==> config.mk <==
export PLATFORM = sky130hd
export DESIGN_NAME = uart_loopback_echo
export DESIGN_NICKNAME = d
export VERILOG_FILES = /design/src/rtl/uart_loopback_echo.sv
export SDC_FILE = /design/constraint.sdc
export NUM_CORES = 1
export LEC_CHECK = 0
export BUFFER_PORTS_ARGS = -buffer_cell sky130_fd_sc_hd__buf_2
export CAP_MARGIN = 10
export CORE_ASPECT_RATIO = 1.5
export CORE_UTILIZATION = 47
export DETAILED_ROUTE_END_ITERATION = 12
export GPL_TIMING_DRIVEN = 1
export PLACE_DENSITY = 0.74
export SYNTH_ARGS = -nofsm -noshare
export SYNTH_HDL_FRONTEND = slang
export SYNTH_SLANG_ARGS = --single-unit
==> constraint.sdc <==
create_clock -name clk -period 1.7 [get_ports clk]
set_input_delay 0.51 -clock clk [delete_from_list [all_inputs] [get_ports clk]]
set_output_delay 0.51 -clock clk [all_outputs]
set_load 0.005 [all_outputs]
==> src/rtl/uart_loopback_echo.sv <==
// UART 8N1 echo: rx -> byte FIFO -> tx, all on clk; bit time = DIVISOR clocks.
// Ports: clk, i_reset_n (async low), i_rx, o_tx, o_overflow (sticky), o_frame_err (pulse).
// Optional macro UART_LOOPBACK_FRAME_CHECK_EN: drop bytes with a bad stop bit and pulse o_frame_err.
module uart_loopback_echo #(
  parameter int DIVISOR      = 9,
  parameter int SAMPLE_PHASE = DIVISOR / 2,
  parameter int FIFO_DEPTH   = 4
) (
  input  logic clk,
  input  logic i_reset_n,
  input  logic i_rx,
  output logic o_tx,
  output logic o_overflow,
  output logic o_frame_err
);

  localparam int CW   = $clog2(DIVISOR);
  localparam int AW   = $clog2(FIFO_DEPTH);
  localparam int SPM1 = (SAMPLE_PHASE > 0) ? SAMPLE_PHASE - 1 : 0;

  localparam logic [CW-1:0] DIV_LAST = CW'(DIVISOR - 1);
  localparam logic [CW-1:0] SP_LAST  = CW'(SPM1);

  // ---------------- rx synchronizer + edge detect ----------------
  logic rx_s1;
  logic rx_s2;
  logic rx_prev;
  logic rx_fall;

  always_ff @(posedge clk or negedge i_reset_n) begin
    if (!i_reset_n) begin
      rx_s1   <= 1'b1;
      rx_s2   <= 1'b1;
      rx_prev <= 1'b1;
    end else begin
      rx_s1   <= i_rx;
      rx_s2   <= rx_s1;
      rx_prev <= rx_s2;
    end
  end

  // a fall needs a high first, so a low stop bit
  // cannot retrigger until the line recovers
  assign rx_fall = rx_prev & ~rx_s2;

  // ---------------- rx fsm ----------------
  typedef enum logic [1:0] {
    RX_IDLE,
    RX_START,
    RX_DATA,
    RX_STOP
  } rx_state_t;

  rx_state_t     rx_state;
  logic [CW-1:0] rx_cnt;
  logic [2:0]    rx_bit;
  logic [7:0]    rx_shift;
  logic          rx_valid;
  logic          frame_err_q;

  always_ff @(posedge clk or negedge i_reset_n) begin
    if (!i_reset_n) begin
      rx_state    <= RX_IDLE;
      rx_cnt      <= '0;
      rx_bit      <= '0;
      rx_shift    <= '0;
      rx_valid    <= 1'b0;
      frame_err_q <= 1'b0;
    end else begin
      rx_valid    <= 1'b0;
      frame_err_q <= 1'b0;
      unique case (rx_state)
        RX_IDLE: begin
          if (rx_fall) begin
            rx_state <= RX_START;
            rx_cnt   <= '0;
          end
        end
        RX_START: begin
          if (rx_cnt >= SP_LAST) begin
            rx_cnt   <= '0;
            rx_bit   <= '0;
            rx_state <= rx_s2 ? RX_IDLE : RX_DATA;
          end else begin
            rx_cnt <= rx_cnt + 1'b1;
          end
        end
        RX_DATA: begin
          if (rx_cnt == DIV_LAST) begin
            rx_cnt   <= '0;
            rx_shift <= {rx_s2, rx_shift[7:1]};
            rx_bit   <= rx_bit + 1'b1;
            if (rx_bit == 3'd7)
              rx_state <= RX_STOP;
          end else begin
            rx_cnt <= rx_cnt + 1'b1;
          end
        end
        RX_STOP: begin
          if (rx_cnt == DIV_LAST) begin
            rx_cnt   <= '0;
            rx_state <= RX_IDLE;
`ifdef UART_LOOPBACK_FRAME_CHECK_EN
            rx_valid    <= rx_s2;
            frame_err_q <= ~rx_s2;
`else
            rx_valid    <= 1'b1;
`endif
          end else begin
            rx_cnt <= rx_cnt + 1'b1;
          end
        end
        default: rx_state <= RX_IDLE;
      endcase
    end
  end

  assign o_frame_err = frame_err_q;

  // ---------------- byte fifo ----------------
  logic [7:0] mem [FIFO_DEPTH];
  logic [AW:0] wr_ptr;
  logic [AW:0] rd_ptr;
  logic        empty;
  logic        full;
  logic        push;
  logic        pop;

  assign empty = (wr_ptr == rd_ptr);
  assign full  = (wr_ptr[AW] != rd_ptr[AW]) &&
                 (wr_ptr[AW-1:0] == rd_ptr[AW-1:0]);
  // a pop in the same cycle frees the slot being written
  assign push  = rx_valid && (!full || pop);

  always_ff @(posedge clk or negedge i_reset_n) begin
    if (!i_reset_n) begin
      wr_ptr     <= '0;
      rd_ptr     <= '0;
      o_overflow <= 1'b0;
    end else begin
      if (push)
        wr_ptr <= wr_ptr + 1'b1;
      if (pop)
        rd_ptr <= rd_ptr + 1'b1;
      if (rx_valid && full && !pop)
        o_overflow <= 1'b1;
    end
  end

  always_ff @(posedge clk) begin
    if (push)
      mem[wr_ptr[AW-1:0]] <= rx_shift;
  end

  // ---------------- tx fsm ----------------
  typedef enum logic {
    TX_IDLE,
    TX_SEND
  } tx_state_t;

  tx_state_t     tx_state;
  logic [CW-1:0] tx_cnt;
  logic [3:0]    tx_bit;
  logic [8:0]    tx_shift;
  logic          tx_end;

  // bit 0 = start, 1..8 = data, 9 = stop
  assign tx_end = (tx_state == TX_SEND) &&
                  (tx_cnt == DIV_LAST) &&
                  (tx_bit == 4'd9);
  assign pop    = !empty && ((tx_state == TX_IDLE) || tx_end);

  always_ff @(posedge clk or negedge i_reset_n) begin
    if (!i_reset_n) begin
      tx_state <= TX_IDLE;
      tx_cnt   <= '0;
      tx_bit   <= '0;
      tx_shift <= '1;
      o_tx     <= 1'b1;
    end else if (pop) begin
      tx_state <= TX_SEND;
      tx_cnt   <= '0;
      tx_bit   <= '0;
      tx_shift <= {1'b1, mem[rd_ptr[AW-1:0]]};
      o_tx     <= 1'b0;
    end else begin
      unique case (tx_state)
        TX_IDLE: o_tx <= 1'b1;
        TX_SEND: begin
          if (tx_cnt == DIV_LAST) begin
            tx_cnt <= '0;
            if (tx_bit == 4'd9) begin
              tx_state <= TX_IDLE;
              o_tx     <= 1'b1;
            end else begin
              o_tx     <= tx_shift[0];
              tx_shift <= {1'b1, tx_shift[8:1]};
              tx_bit   <= tx_bit + 1'b1;
            end
          end else begin
            tx_cnt <= tx_cnt + 1'b1;
          end
        end
        default: tx_state <= TX_IDLE;
      endcase
    end
  end

endmodule

==> impl_results.md <==
* Synth cell types at 45
* Core area at ~7200 µm²
* Via count at approximately 2.1k
* Clock transition at path regs at about 0.080 ns
* Number of register bits inferred by synthesis at between 70 and 80
* Total global routing overflow at 0
* H-tree lvl count at 3
* Post-route design area at about 4400 µm²
* Placement Rows at 38
* Final non-filler cell total at approximately 400
* # port buffers at 4
* Syn_nets at around 250
* Clk_skew at ~0.0095 ns
* Total CTS buffers at 9
* GP Congestion at ~0.77
* Drt first pass iters at 5
* WL final at between 6000 and 7000 µm
* Max VDD drop at 0.8790 mV
* Hpwl dp at about 4500 µm
* FILL cells at 525
* Failing checks: setup timing
* Initial DRC count at between 80 and 90
* Number of flops mapped to enable cells by yosys at 32
* Top FF cell, synth: dfrtp_1
* Global-route wire length before repair at 10570 µm
* Hold violation total from the final report at 0
* YS warnings at 0
* CP Class: reg -> reg
* DRC at 0
* Ys async rst share at between 50% and 60%
* Dpl ws at -0.2055 ns
* Die width at a little over 70 µm
* Setup violators final at 39
* CTS tree: yes
* Sequential fraction of the synthesis area at 61.00%
* Avg Cell Area, Syn at 14.65 µm²
* GRT Overall Usage at 18.58%
* Hold Buf Count CTS at 0
* Setup ws final at -0.06698 ns
* Worst Path Required at 1.98 ns
* Post-Syn Area at around 3500 µm²
* DIE HEIGHT at between 100 and 150 µm
* Final net count at about 310
* DR vias/cell at around 5.2
* RSZ-0062 raised after global routing: true
* Dpl cells at 378
* ANT nets after route at 0
* Status: finished, violations left
* Layout overhead on the synthesized area at 26.19%
* Minimum period implied by the final worst setup slack at approximately 1.8 ns
* Layout cells sized above 1 at 41.86%
* Final Max Tran Viols at 0
* Maxcap violations at 0
* Clk sinks at 78
* Root Driver: clkbuf_8
* Critical Path End Type: flop
* LEAKAGE at between 1.5 and 2 nW
* Worst min-delay path category: in -> async
* DR WL/cell at 16.42 µm
* Largest net degree at the start of global routing at 32
* Synth Instances at approximately 240
* Buffer depth of the longest clock path at 2
* ANT cells at 0
* CP Max Fanout at 11
* Ports at 6
* Flop2flop setup slack at -0.07 ns
* Number of global-route vias before repair at approximately 2.1k
* Arrival time at the worst endpoint at between 2 and 2.5 ns
* Worst-skew pair later-pin latency at about 0.35 ns
* Fmax at between 0.5 and 0.6 GHz
* Critical path startpoint category: flop
* Antenna violations before repair at 0
* Power per cell area at approximately 1500 nW/µm²
* Initial Util at around half
* Crit share post-route at 103.9%
* Placed Area at 3946 µm²
* Die area at between 7000 and 8000 µm²
-- worst paths after layout --
check,start,end,cells past startpoint
worst min-delay path,i_reset_n,rx_shift[6],1
worst max-delay path,tx_cnt[1],tx_shift[0],7
worst max register to register,tx_cnt[1],tx_shift[0],7
min in group clk,i_rx,rx_s1,1
max in group asynchronous,i_reset_n,o_tx,2
worst min register to register,rx_s1,rx_s2,0
-- cells by family after synthesis --
family          Yosys count  share of synthesized area [%]
flops                    78                          61.00
simple gates             46                          7.284
compound gates           42                          9.903
buf+inv                  24                          3.444
mux                      23                          10.62
fa+ha+maj                13                          4.665
xor+xnor                 11                          2.978
other cells               1                         0.1075
-- per-layer routing --
metal	routed length (µm)	GRT usage [%]	up-vias
met5	0	0	-
met4	195	7.703	0
met3	145	4.307	14
met2	3668	33.04	27
met1	2576	21.02	1056
li1	-	-	1007
-- per-stage QoR --
stage / setup TNS [ns] / hold slack (ns) / power (W) / util [%]
floorplan: -2.005 / 0.2144 / 0.003740 / -
global placement: -2.905 / 0.3454 / 0.004365 / 54.61
detailed placement: -5.292 / 0.3497 / 0.004454 / 54.61
CTS: -1.442 / 0.07394 / 0.006341 / 59.00
global route: -4.798 / 0.1068 / 0.006744 / 60.89
finish: -1.039 / 0.08177 / 0.006386 / 60.89
-- cell usage after synthesis (5+ instances only) --
cell type,number,share of area (%)
a21oi_1,7,1.0
a221o_1,7,2.0
a22o_1,7,1.8
and3_1,10,1.8
dfrtp_1,34,24
dfstp_2,12,9.0
edfxtp_1,32,28
ha_1,13,4.7
inv_1,15,1.6
mux2_2,12,3.9
nand2_1,6,0.65
nand3_1,5,0.72
nor2_1,8,0.86
o21ai_0,7,1.0
xnor2_1,6,1.5
-- worst max-delay path: stages (launching register included) --
cell      delay, ns
dfrtp_1        0.40
inv_1          0.07
ha_2           0.16
nand3b_1       0.16
buf_6          0.17
and2_4         0.15
a21o_4         0.22
a221o_1        0.36
-- final cells by class --
class / count / area (µm²) / area share [%]
sequential: 78 / 2128 / 48.37
multi-input combinational: 136 / 1354 / 30.76
timing repair buffer: 56 / 466.7 / 10.61
clock inverter: 7 / 146.4 / 3.327
tap: 100 / 125.1 / 2.843
clock buffer: 9 / 123.9 / 2.815
inverter: 15 / 56.30 / 1.279
-- flip-flops by register name, indices dropped and copies added (netlist names), 3 cells and up, named ones only --
signal	flops
rd_ptr	3
mem	32
rx_shift	8
wr_ptr	3
tx_shift	8
rx_bit	3
tx_cnt	4
rx_cnt	4
tx_bit	4
-- placed cells by master (no fill, tap or decap), types with 2 or more instances in the layout --
cell type / synthesis / final
a21oi_1: 7 / 7
mux4_1: 4 / 4
buf_4: 1 / 44
edfxtp_1: 32 / 32
nor2_4: 0 / 5
inv_1: 15 / 15
dfrtp_1: 34 / 33
buf_6: 3 / 5
a221o_1: 7 / 7
nand2_1: 6 / 4
xnor2_2: 1 / 4
a211oi_1: 4 / 4
bufinv_16: 0 / 4
clkbuf_8: 0 / 9
buf_12: 0 / 3
nand2_2: 2 / 3
nand3_1: 5 / 4
a22o_1: 7 / 7
ha_2: 0 / 2
mux2_4: 2 / 2
xnor2_1: 6 / 3
xor2_1: 4 / 3
clkinv_4: 0 / 3
o2bb2ai_1: 2 / 2
buf_2: 2 / 4
nor2_1: 8 / 3
nor2b_1: 3 / 3
mux4_2: 4 / 4
and3_1: 10 / 9
o21ai_0: 7 / 6
nand3b_1: 3 / 3
dfstp_2: 12 / 12
mux2_2: 12 / 12
ha_1: 13 / 11
a21o_1: 3 / 2
nor3_1: 3 / 3
-- where the power goes --
part	internal (W)	leakage (nW)	switching, W
sequential	0.00236	0.828	0.000247
clock	0.00113	0.134	0.000689
combinational	0.00108	0.919	0.000887
-- what timing repair did --
action / 4_1_cts / 5_1_grt
gates cloned: 0 / 0
gates resized for setup: 9 / 20
setup endpoints to repair: 54 / 61
setup buffers: 1 / 6
pin swaps: 1 / 6
Power figures use the tool's default switching activity.
